## src/rtl/encrypt_ctrl_if.sv

```systemverilog
// encrypt_ctrl_if: start/operand, key-memory read and ciphertext stream signals of encrypt_ctrl
interface encrypt_ctrl_if #(
    parameter int PLAINTEXT_WIDTH  = 8,
    parameter int CIPHERTEXT_WIDTH = 10,
    parameter int BIG_N            = 30,
    parameter int LITTLE_N         = 2,
    parameter int PK_ADDR_WIDTH    = 7
);
    localparam int INDEX_WIDTH = $clog2(LITTLE_N + 1);
    logic                        go;
    logic [PLAINTEXT_WIDTH-1:0]  plaintext;
    logic [BIG_N-1:0]            noise_select;
    logic                        busy;
    logic                        pk_rd_en;
    logic [PK_ADDR_WIDTH-1:0]    pk_addr;
    logic [CIPHERTEXT_WIDTH-1:0] pk_rdata;
    logic                        ct_valid;
    logic                        ct_ready;
    logic [CIPHERTEXT_WIDTH-1:0] ct_data;
    logic [INDEX_WIDTH-1:0]      ct_index;
    logic                        ct_last;
    logic                        done;
    modport master (
        input  go, plaintext, noise_select, pk_rdata, ct_ready,
        output busy, pk_rd_en, pk_addr, ct_valid, ct_data, ct_index, ct_last, done
    );
    modport slave (
        output go, plaintext, noise_select, pk_rdata, ct_ready,
        input  busy, pk_rd_en, pk_addr, ct_valid, ct_data, ct_index, ct_last, done
    );
endinterface

```

## src/rtl/encrypt_ctrl.sv

```systemverilog
// encrypt_ctrl: LWE encryption sequencer; sums noise-selected key samples per column and streams the ciphertext
module encrypt_ctrl #(
    parameter int PLAINTEXT_WIDTH  = 8,
    parameter int CIPHERTEXT_WIDTH = 10,
    parameter int BIG_N            = 30,
    parameter int LITTLE_N         = 2,
    parameter int PK_ADDR_WIDTH    = 7
) (
    input  logic           clk,
    input  logic           rst_n,
    encrypt_ctrl_if.master bus
);
    localparam int IW = $clog2(LITTLE_N + 1);
    localparam int SW = $clog2(BIG_N);
    localparam logic [1:0] IDLE = 2'd0, ISSUE = 2'd1, DRAIN = 2'd2, EMIT = 2'd3;
    logic [1:0]                  state;
    logic [IW-1:0]               col;
    logic [SW-1:0]               smp;
    logic [CIPHERTEXT_WIDTH-1:0] acc, acc_next, ptx_term;
    logic [PLAINTEXT_WIDTH-1:0]  ptx;
    logic [BIG_N-1:0]            sel;
    logic                        rd_q, sel_q, last_col, last_smp;
    assign bus.busy     = state != IDLE;
    assign bus.pk_rd_en = state == ISSUE;
    assign bus.ct_valid = state == EMIT;
    assign last_col     = col == IW'(LITTLE_N);
    assign last_smp     = smp == SW'(BIG_N - 1);
    // read data lands one cycle after its strobe, so the select bit travels with it in sel_q
    assign acc_next     = acc + (rd_q && sel_q ? bus.pk_rdata : '0);
    assign ptx_term     = last_col ? CIPHERTEXT_WIDTH'(ptx) << (CIPHERTEXT_WIDTH - PLAINTEXT_WIDTH) : '0;
    always_ff @(posedge clk or negedge rst_n) begin
        if (!rst_n) begin
            state        <= IDLE;
            col          <= '0;
            smp          <= '0;
            acc          <= '0;
            ptx          <= '0;
            sel          <= '0;
            rd_q         <= 1'b0;
            sel_q        <= 1'b0;
            bus.pk_addr  <= '0;
            bus.ct_data  <= '0;
            bus.ct_index <= '0;
            bus.ct_last  <= 1'b0;
            bus.done     <= 1'b0;
        end else begin
            rd_q     <= state == ISSUE;
            sel_q    <= sel[smp];
            bus.done <= state == EMIT && bus.ct_ready && last_col;
            if (rd_q) acc <= acc_next;
            case (state)
                IDLE: if (bus.go && !bus.done) begin
                    ptx         <= bus.plaintext;
                    sel         <= bus.noise_select;
                    col         <= '0;
                    smp         <= '0;
                    acc         <= '0;
                    bus.pk_addr <= '0;
                    state       <= ISSUE;
                end
                ISSUE: begin
                    bus.pk_addr <= bus.pk_addr + PK_ADDR_WIDTH'(1);
                    smp         <= last_smp ? '0 : smp + SW'(1);
                    state       <= last_smp ? DRAIN : ISSUE;
                end
                DRAIN: begin
                    bus.ct_data  <= acc_next + ptx_term;
                    bus.ct_index <= col;
                    bus.ct_last  <= last_col;
                    state        <= EMIT;
                end
                default: if (bus.ct_ready) begin
                    bus.ct_last <= 1'b0;
                    col         <= col + IW'(1);
                    smp         <= '0;
                    acc         <= '0;
                    state       <= last_col ? IDLE : ISSUE;
                end
            endcase
        end
    end
endmodule
```

## src/flat_wrapper.sv

```systemverilog
// flat-port wrapper written by rule: the top's interface ports become plain ports
module encrypt_ctrl_flat 
#(
    parameter int PLAINTEXT_WIDTH  = 8,
    parameter int CIPHERTEXT_WIDTH = 10,
    parameter int BIG_N            = 30,
    parameter int LITTLE_N         = 2,
    parameter int PK_ADDR_WIDTH    = 7
)
  (clk, rst_n, bus_go, bus_plaintext, bus_noise_select, bus_pk_rdata, bus_ct_ready, bus_busy, bus_pk_rd_en, bus_pk_addr, bus_ct_valid, bus_ct_data, bus_ct_index, bus_ct_last, bus_done);
  encrypt_ctrl_if #(.PLAINTEXT_WIDTH(PLAINTEXT_WIDTH), .CIPHERTEXT_WIDTH(CIPHERTEXT_WIDTH), .BIG_N(BIG_N), .LITTLE_N(LITTLE_N), .PK_ADDR_WIDTH(PK_ADDR_WIDTH)) bus_i ();
  input  logic clk;
  input  logic rst_n;
  input wire logic [$bits(bus_i.go)-1:0] bus_go;
  input wire logic [$bits(bus_i.plaintext)-1:0] bus_plaintext;
  input wire logic [$bits(bus_i.noise_select)-1:0] bus_noise_select;
  input wire logic [$bits(bus_i.pk_rdata)-1:0] bus_pk_rdata;
  input wire logic [$bits(bus_i.ct_ready)-1:0] bus_ct_ready;
  output wire logic [$bits(bus_i.busy)-1:0] bus_busy;
  output wire logic [$bits(bus_i.pk_rd_en)-1:0] bus_pk_rd_en;
  output wire logic [$bits(bus_i.pk_addr)-1:0] bus_pk_addr;
  output wire logic [$bits(bus_i.ct_valid)-1:0] bus_ct_valid;
  output wire logic [$bits(bus_i.ct_data)-1:0] bus_ct_data;
  output wire logic [$bits(bus_i.ct_index)-1:0] bus_ct_index;
  output wire logic [$bits(bus_i.ct_last)-1:0] bus_ct_last;
  output wire logic [$bits(bus_i.done)-1:0] bus_done;
  assign bus_i.go = bus_go;
  assign bus_i.plaintext = bus_plaintext;
  assign bus_i.noise_select = bus_noise_select;
  assign bus_i.pk_rdata = bus_pk_rdata;
  assign bus_i.ct_ready = bus_ct_ready;
  assign bus_busy = bus_i.busy;
  assign bus_pk_rd_en = bus_i.pk_rd_en;
  assign bus_pk_addr = bus_i.pk_addr;
  assign bus_ct_valid = bus_i.ct_valid;
  assign bus_ct_data = bus_i.ct_data;
  assign bus_ct_index = bus_i.ct_index;
  assign bus_ct_last = bus_i.ct_last;
  assign bus_done = bus_i.done;
  encrypt_ctrl #(.PLAINTEXT_WIDTH(PLAINTEXT_WIDTH), .CIPHERTEXT_WIDTH(CIPHERTEXT_WIDTH), .BIG_N(BIG_N), .LITTLE_N(LITTLE_N), .PK_ADDR_WIDTH(PK_ADDR_WIDTH)) u_core (.clk(clk), .rst_n(rst_n), .bus(bus_i));
endmodule
```

## config.mk

```make
export PLATFORM = sky130hd
export DESIGN_NAME = encrypt_ctrl_flat
export DESIGN_NICKNAME = d
export VERILOG_FILES = /design/src/rtl/encrypt_ctrl_if.sv /design/src/rtl/encrypt_ctrl.sv /design/src/flat_wrapper.sv
export SDC_FILE = /design/constraint.sdc
export NUM_CORES = 1
export LEC_CHECK = 0
export ABC_CLOCK_PERIOD_IN_PS = 5400
export CORE_MARGIN = 2
export CORE_UTILIZATION = 37
export CTS_BUF_LIST = sky130_fd_sc_hd__clkbuf_16
export DETAILED_ROUTE_END_ITERATION = 8
export PLACE_DENSITY_LB_ADDON = 0.3
export REMOVE_ABC_BUFFERS = 1
export SETUP_SLACK_MARGIN = 0.05
export SLEW_MARGIN = 20
export SYNTH_ARGS = -nofsm -noshare
export SYNTH_HDL_FRONTEND = slang
export SYNTH_SLANG_ARGS = --single-unit
```

## constraint.sdc

```tcl
create_clock -name clk -period 5.4 [get_ports clk]
set_input_delay 1.08 -clock clk [delete_from_list [all_inputs] [get_ports clk]]
set_output_delay 1.08 -clock clk [all_outputs]
set_load 0.01 [all_outputs]
```

==> results of run 1 <==
-- cell usage after synthesis, drive strengths merged, types with 4 or more instances --
library cell,instances
nand3,9
nand2b,4
clkbuf,12
nand2,16
nor2b,4
and2,7
ha,24
o31ai,5
buf,4
o21ai,20
and3,11
mux2,49
mux2i,12
nor2,27
nor3,5
xnor2,13
xor2,6
mux4,9
a21o,5
dfrtp,80
a21oi,11
inv,19
-- per-stage QoR --
stage	std cells	util	hold slack, ps	area [sq um]	worst slack, ps
5_1_grt	593	0.478	515	5440	766
2_1_floorplan	359	-	471	4240	1500
4_1_cts	593	0.478	499	5430	1050
3_3_place_gp	579	0.456	480	5180	846
3_5_place_dp	579	0.456	486	5180	721
6_report	593	0.478	495	5440	1050
-- flip-flops by register name, indices dropped and copies added (netlist names), 2 cells and up --
register             count
u_core.bus.ct_data      10
u_core.bus.pk_addr       7
u_core.col               2
u_core.bus.ct_index      2
u_core.acc              10
u_core.state             2
u_core.sel              30
u_core.ptx               8
u_core.smp               5
-- cell families after synthesis --
family          Yosys count
buf+inv                  35
simple gates             93
fa+ha+maj                26
xor+xnor                 19
compound gates           52
flops                    80
mux                      70
-- cell usage in the layout (no fill, tap or decap), types with 11 or more instances in the layout --
| cell | n |
|---|---|
| a21oi_1 | 11 |
| and3_1 | 11 |
| clkdlybuf4s50_1 | 74 |
| dfrtp_1 | 80 |
| ha_1 | 24 |
| inv_1 | 19 |
| mux2_2 | 49 |
| mux2i_1 | 12 |
| nand2_1 | 16 |
| nor2_1 | 27 |
| o21ai_0 | 17 |
| xnor2_1 | 13 |
-- power breakdown --
group	total, mW	switching, mW	internal [mW]	leakage, nW
clock	0.529	0.227	0.302	0.122
combinational	1.29	0.574	0.717	1.35
sequential	1.06	0.202	0.857	0.993
-- cell type report --
cell class | count | area, sq um
Multi-Input combinational cell | 260 | 2160
Fill cell | 1075 | 5930
Clock inverter | 5 | 27.5
Clock buffer | 9 | 225
Sequential cell | 80 | 2000
Tap cell | 143 | 179
Timing Repair Buffer | 77 | 767
Inverter | 19 | 71.3
-- layer usage --
layer  global-route usage  vias up  routed length (microns)
li1                     -     1464                        -
met1                0.192     1471                     3990
met2                0.244       59                     4310
met3               0.0414        8                      397
met4               0.0321        0                       73
met5                    0        -                        0
-- path summary, 6_finish.rpt --
kind	from	end	slack, ps	cells after the start
min reg2reg	u_core.ptx[2]$_DFFE_PN0P_	u_core.ptx[2]$_DFFE_PN0P_	500	1
max reg2reg	u_core.rd_q$_DFF_PN0_	u_core.bus.ct_data[9]$_DFFE_PN0P_	1640	17
min	u_core.ptx[2]$_DFFE_PN0P_	u_core.ptx[2]$_DFFE_PN0P_	500	1
max in group asynchronous	rst_n	u_core.bus.pk_addr[6]$_DFFE_PN0P_	4080	1
max	bus_pk_rdata[0]	u_core.bus.ct_data[9]$_DFFE_PN0P_	1050	18
min in group asynchronous	rst_n	u_core.sel[17]$_DFFE_PN0P_	760	1
==> flow_summary_export.csv, run 1 <==
group,metric,value,unit
status,status,"complete, no violations",
floorplanning,core-area,0.0114,sq mm
clock_network,cts-resized-gates,0,
drt,drtIter0Drc,140,
placed_design,hpwlAfterDp,6.28,mm
drt,drc_errors,0,
floorplanning,die_area,0.0125,sq mm
drt,wl_per_cell,14.8,microns
logic_synthesis,syn_inst,375,
logic_synthesis,yosys.area_share.xor_xnor,0.0387,
logic_synthesis,yosys-top-cells-area,"dfrtp_1 (47%), mux2_2 (13%), ha_1 (7.0%)",
timing,finalSetupViolCount,0,
timing,fmax,230,MHz
clock_network,post_cts_buffers,0,
finish,antenna_cells,0,
worst_setup_path,crit_top_cell,"xnor2_1",
floorplanning,die_width,112,microns
worst_setup_path,cp_max_fo,4,
finish,area_delta_synth_final,26.3,%
floorplanning,die_y,112,microns
pwr,irDropWorstVdd,0.000236,V
worst_hold_path,hold_class,"reg -> reg",
logic_synthesis,synth_cell_type_count,45,
logic_synthesis,synth-main-ff-cell,"dfrtp_1",
finish,fin_nets,525,
floorplanning,initial_utilization,0.379,
pwr,finalPower,2.88,mW
timing,maxSlewHeadroom,0.375,
drt,viasPerCell,5.06,
clock_network,clock-sinks,80,
worst_setup_path,cp.buffers_inverters,2,
floorplanning,pin_count,76,
clock_network,clk_path_buf_depth,2,
worst_setup_path,path_cells,"clkdlybuf4s50_1, and3_1, ha_1, inv_1, fa_1, nor2b_1, o21ai_0, a21boi_1, o21ai_1, nor2b_1, xnor2_1, ha_1, a21oi_1, nand2_1, o31ai_1, xnor2_1, xnor2_1, mux2_2",
logic_synthesis,synth.yosys.seq_area_share,0.465,
logic_synthesis,synth-compound-area-share,0.0735,
logic_synthesis,avgSynthCellArea,11.5,sq um
global_routing,antenna_found_initial,0,
worst_setup_path,path_delay_family,"adder cells",
logic_synthesis,syn-cell-area,0.00430,sq mm
floorplanning,fp-row-count,39,
clock_network,cts_made_buffers,9,
timing,finalHoldViolCount,0,
logic_synthesis,yosys.area.top_type,"dfrtp_1",
clock_network,ctsHtreeMaxLevel,3,
global_routing,grt_pass1_vias,3024,
pwr,p_leak,2.47,nW
global_routing,globalRouteTotalUtil,0.146,
global_routing,overflow,0,
worst_setup_path,cp-start-kind,"input port",
drt,vias,3002,
worst_setup_path,cp_slowest_stage_delay,460,ps
clock_network,hold_buffers,0,
logic_synthesis,synth_top_family_by_area,"multiplexers",
clock_network,cts_root_buf,"clkbuf_16",
worst_setup_path,cp_data_arrival_time,4560,ps
clock_network,tritoncts,"built",
placed_design,port_buffers,75,
worst_setup_path,critPathKind,"in -> reg",
logic_synthesis,synthSimpleGateAreaFrac,0.108,
clock_network,worst_skew_pair.late_latency,330,ps
logic_synthesis,synthMuxAreaShare,0.203,
logic_synthesis,synth_top_area_frac,0.465,
timing,finalSetupTns,0,ps
timing,worst_slew_pin_slew,938,ps
clock_network,clk_pin_slew,60,ps
timing,grt_setup_unrepaired,"false",
global_routing,grt_max_degree,81,
worst_setup_path,slowest_stage,"clkdlybuf4s50_1",
logic_synthesis,synthAdderAreaFrac,0.0791,
global_routing,grt_pass1_wl,14.8,mm
placed_design,gp_congestion,0.860,
drt,postRouteAntennaNets,0,
logic_synthesis,synth_edf_count,0,
logic_synthesis,synthArstFlopShare,1.00,
pwr,power_density,530,mW/mm^2
worst_setup_path,cp-end-kind,"register",
timing,period_minus_slack,4350,ps
timing,slew_viol_final,0,
logic_synthesis,ys_seq_elements,80,
logic_synthesis,synth_warnings,0,
drt,drtPass1Iterations,4,
finish,drive_gt1_frac,0.171,
worst_setup_path,cp.required,5610,ps
job,maxCapViolations,0,
timing,skew,6.40,ps
drt,wl,8.77,mm
timing,period_share,0.805,
No activity file was read; power rests on OpenSTA's default activity.
==> run 2, diff against run 1 <==
--- a/config.mk
+++ b/config.mk
@@ -5,7 +5,7 @@
 export SDC_FILE = /design/constraint.sdc
 export NUM_CORES = 1
 export LEC_CHECK = 0
-export ABC_CLOCK_PERIOD_IN_PS = 5400
+export ABC_CLOCK_PERIOD_IN_PS = 4300
 export CORE_MARGIN = 2
 export CORE_UTILIZATION = 37
 export CTS_BUF_LIST = sky130_fd_sc_hd__clkbuf_16
==> constraint.sdc (replaced) <==
create_clock -name clk -period 4.3 [get_ports clk]
set_input_delay 0.86 -clock clk [delete_from_list [all_inputs] [get_ports clk]]
set_output_delay 0.86 -clock clk [all_outputs]
set_load 0.01 [all_outputs]
==> flow_summary_export.csv, run 2 (synthesized netlist as in run 1, its figures left out) <==
group,metric,value,unit
floorplanning,die_y,112,microns
finish,largest_reg_flops,30,
worst_setup_path,path_delay_family,"adder cells",
timing,worst_slack,258,ps
global_routing,grt_max_degree,81,
finish,fin_nets,528,
placed_design,port_buffers,75,
clock_network,worst_skew_pair.late_latency,330,ps
global_routing,overflow,0,
finish,antenna_cells,0,
worst_setup_path,slowest_stage,"clkdlybuf4s50_1",
floorplanning,fp-row-count,39,
worst_setup_path,path_depth,18,
timing,hold_slack,495,ps
pwr,p_leak,2.50,nW
placed_design,gp_congestion,0.841,
worst_setup_path,cp_data_arrival_time,4250,ps
drt,vias,3038,
clock_network,clk_path_buf_depth,2,
finish,drive_gt1_frac,0.185,
pwr,power_density,676,mW/mm^2
finish,final_cell_area,0.00550,sq mm
timing,fmax,247,MHz
drt,drc_errors,0,
placed_design,dpl_cell_area,0.00519,sq mm
global_routing,antenna_found_initial,0,
placed_design,hpwlAfterDp,6.36,mm
worst_setup_path,crit_top_cell,"xnor2_1",
clock_network,cts_made_buffers,9,
clock_network,cts_root_buf,"clkbuf_16",
floorplanning,pin_count,76,
worst_setup_path,path_cells,"clkdlybuf4s50_1, and3_1, ha_1, inv_1, fa_1, nor2b_1, o21ai_0, a21boi_1, o21ai_1, nor2b_1, xnor2_1, ha_1, a21oi_1, nand2_1, o31ai_2, xnor2_1, xnor2_1, mux2_2",
clock_network,tritoncts,"built",
worst_setup_path,crit_start,"bus_pk_rdata[0]",
status,status,"complete, no violations",
drt,wl,8.88,mm
placed_design,pre_cts_slack,-59.1,ps
worst_setup_path,reg2reg_to,"u_core.bus.ct_data[9]$_DFFE_PN0P_",
global_routing,grt_pass1_vias,3125,
finish,reg_top3,"u_core.sel (30), u_core.acc (10), u_core.bus.ct_data (10)",
clock_network,clk_pin_slew,60,ps
floorplanning,initial_utilization,0.379,
timing,period_minus_slack,4040,ps
floorplanning,die_area,0.0125,sq mm
placed_design,dp.cells,581,
finish,final_cell_mix,"dfrtp_1 (80), clkdlybuf4s50_1 (74), mux2_2 (49)",
floorplanning,core-area,0.0114,sq mm
finish,area_delta_synth_final,27.8,%
drt,drtPass1Iterations,4,
worst_hold_path,hold_class,"reg -> reg",
finish,instances_no_fill,598,
timing,finalHoldViolCount,0,
floorplanning,die_width,112,microns
global_routing,grt_pass1_wl,15.0,mm
drt,viasPerCell,5.08,
timing,period_share,0.940,
timing,skew,7.50,ps
worst_setup_path,cp-end-kind,"register",
worst_setup_path,cp_slowest_stage_delay,460,ps
timing,grt_setup_unrepaired,"false",
timing,maxSlewHeadroom,0.362,
pwr,irDropWorstVdd,0.000265,V
drt,wl_per_cell,14.8,microns
finish,fillers,1026,
worst_setup_path,reg2reg_from,"u_core.rd_q$_DFF_PN0_",
timing,slew_viol_final,0,
job,maxCapViolations,0,
finish,layout_commonest_cell,"dfrtp_1",
global_routing,globalRouteTotalUtil,0.147,
worst_setup_path,cp-start-kind,"input port",
clock_network,ctsHtreeMaxLevel,3,
timing,finalSetupViolCount,0,
worst_setup_path,cp_max_fo,4,
worst_setup_path,ff2ff_path_depth,17,
worst_setup_path,cp.required,4510,ps
pwr,finalPower,3.72,mW
worst_setup_path,cp-endpoint,"u_core.bus.ct_data[9]$_DFFE_PN0P_",
clock_network,hold_buffers,0,
worst_setup_path,critPathKind,"in -> reg",
timing,worst_slew_pin_slew,957,ps
clock_network,clock-sinks,80,
finish,top_register,"u_core.sel",
drt,postRouteAntennaNets,0,
drt,drtIter0Drc,149,
worst_setup_path,regToRegSetupSlack,620,ps
worst_setup_path,cp.buffers_inverters,2,
-- run 2: cell types whose count changed in the layout (fill, tap and decap cells not counted) --
| cell | previous run | this run |
|---|---|---|
| o31ai_1 | 5 | 4 |
| bufinv_16 | 0 | 1 |
| o31ai_2 | 0 | 1 |
| clkinv_1 | 1 | 0 |
| clkinv_2 | 1 | 3 |
| buf_4 | 2 | 5 |
-- run 2: final cells by class --
type                            instances  area (sq um)  area share
Inverter                               19          71.3      0.0130
Clock inverter                          7          63.8      0.0116
Sequential cell                        80          2000       0.364
Clock buffer                            9           225      0.0409
Timing Repair Buffer                   80           790       0.144
Multi-Input combinational cell        260          2170       0.394
Tap cell                              143           179      0.0325
-- run 2: worst min-delay path by stage --
stage / cells past startpoint / start / endpoint / slack (ps)
floorplan: 1 / u_core.ptx[0]$_DFFE_PN0P_ / u_core.ptx[0]$_DFFE_PN0P_ / 470
global placement: 1 / u_core.ptx[0]$_DFFE_PN0P_ / u_core.ptx[0]$_DFFE_PN0P_ / 480
detailed placement: 1 / u_core.ptx[3]$_DFFE_PN0P_ / u_core.ptx[3]$_DFFE_PN0P_ / 490
CTS: 1 / u_core.ptx[3]$_DFFE_PN0P_ / u_core.ptx[3]$_DFFE_PN0P_ / 500
global route: 1 / u_core.ptx[2]$_DFFE_PN0P_ / u_core.ptx[2]$_DFFE_PN0P_ / 510
finish: 1 / u_core.ptx[3]$_DFFE_PN0P_ / u_core.ptx[3]$_DFFE_PN0P_ / 500
-- run 2: worst register-to-register path, cell delays in order, from the launching register on --
cell and delay, ps:
dfrtp_1 570, and3_1 230, ha_1 170, inv_1 60, fa_1 390, nor2b_1 120
o21ai_0 110, a21boi_1 200, o21ai_1 100, nor2b_1 150, xnor2_1 210, ha_1 310
a21oi_1 140, nand2_1 100, o31ai_2 220, xnor2_1 160, xnor2_1 80, mux2_2 260
-- run 2: what timing repair did --
| item | in CTS | in global routing |
|---|---|---|
| buffers inserted | 0 | 1 |
| gates resized for setup | 0 | 1 |
| endpoints found under the setup margin | 0 | 1 |
-- run 2: routing by layer --
layer  share of wire  vias to the layer above  global-route usage
li1                -                     1471                   -
met3           0.034                        8              0.0289
met1            0.47                     1497               0.199
met2            0.48                       62               0.236
met5               0                        -                   0
met4           0.012                        0              0.0560
-- run 2: through the flow --
step,setup TNS [ps],util
detailed placement,-59.1,0.457
global placement,-24.1,0.457
finish,0,0.484
global route,0,0.484
CTS,0,0.482
floorplan,0,-
-- run 2: power breakdown --
group | internal [mW] | switching [mW] | total [mW]
combinational | 0.917 | 0.727 | 1.64
clock | 0.444 | 0.299 | 0.743
sequential | 1.08 | 0.254 | 1.33
total | 2.44 | 1.28 | 3.72
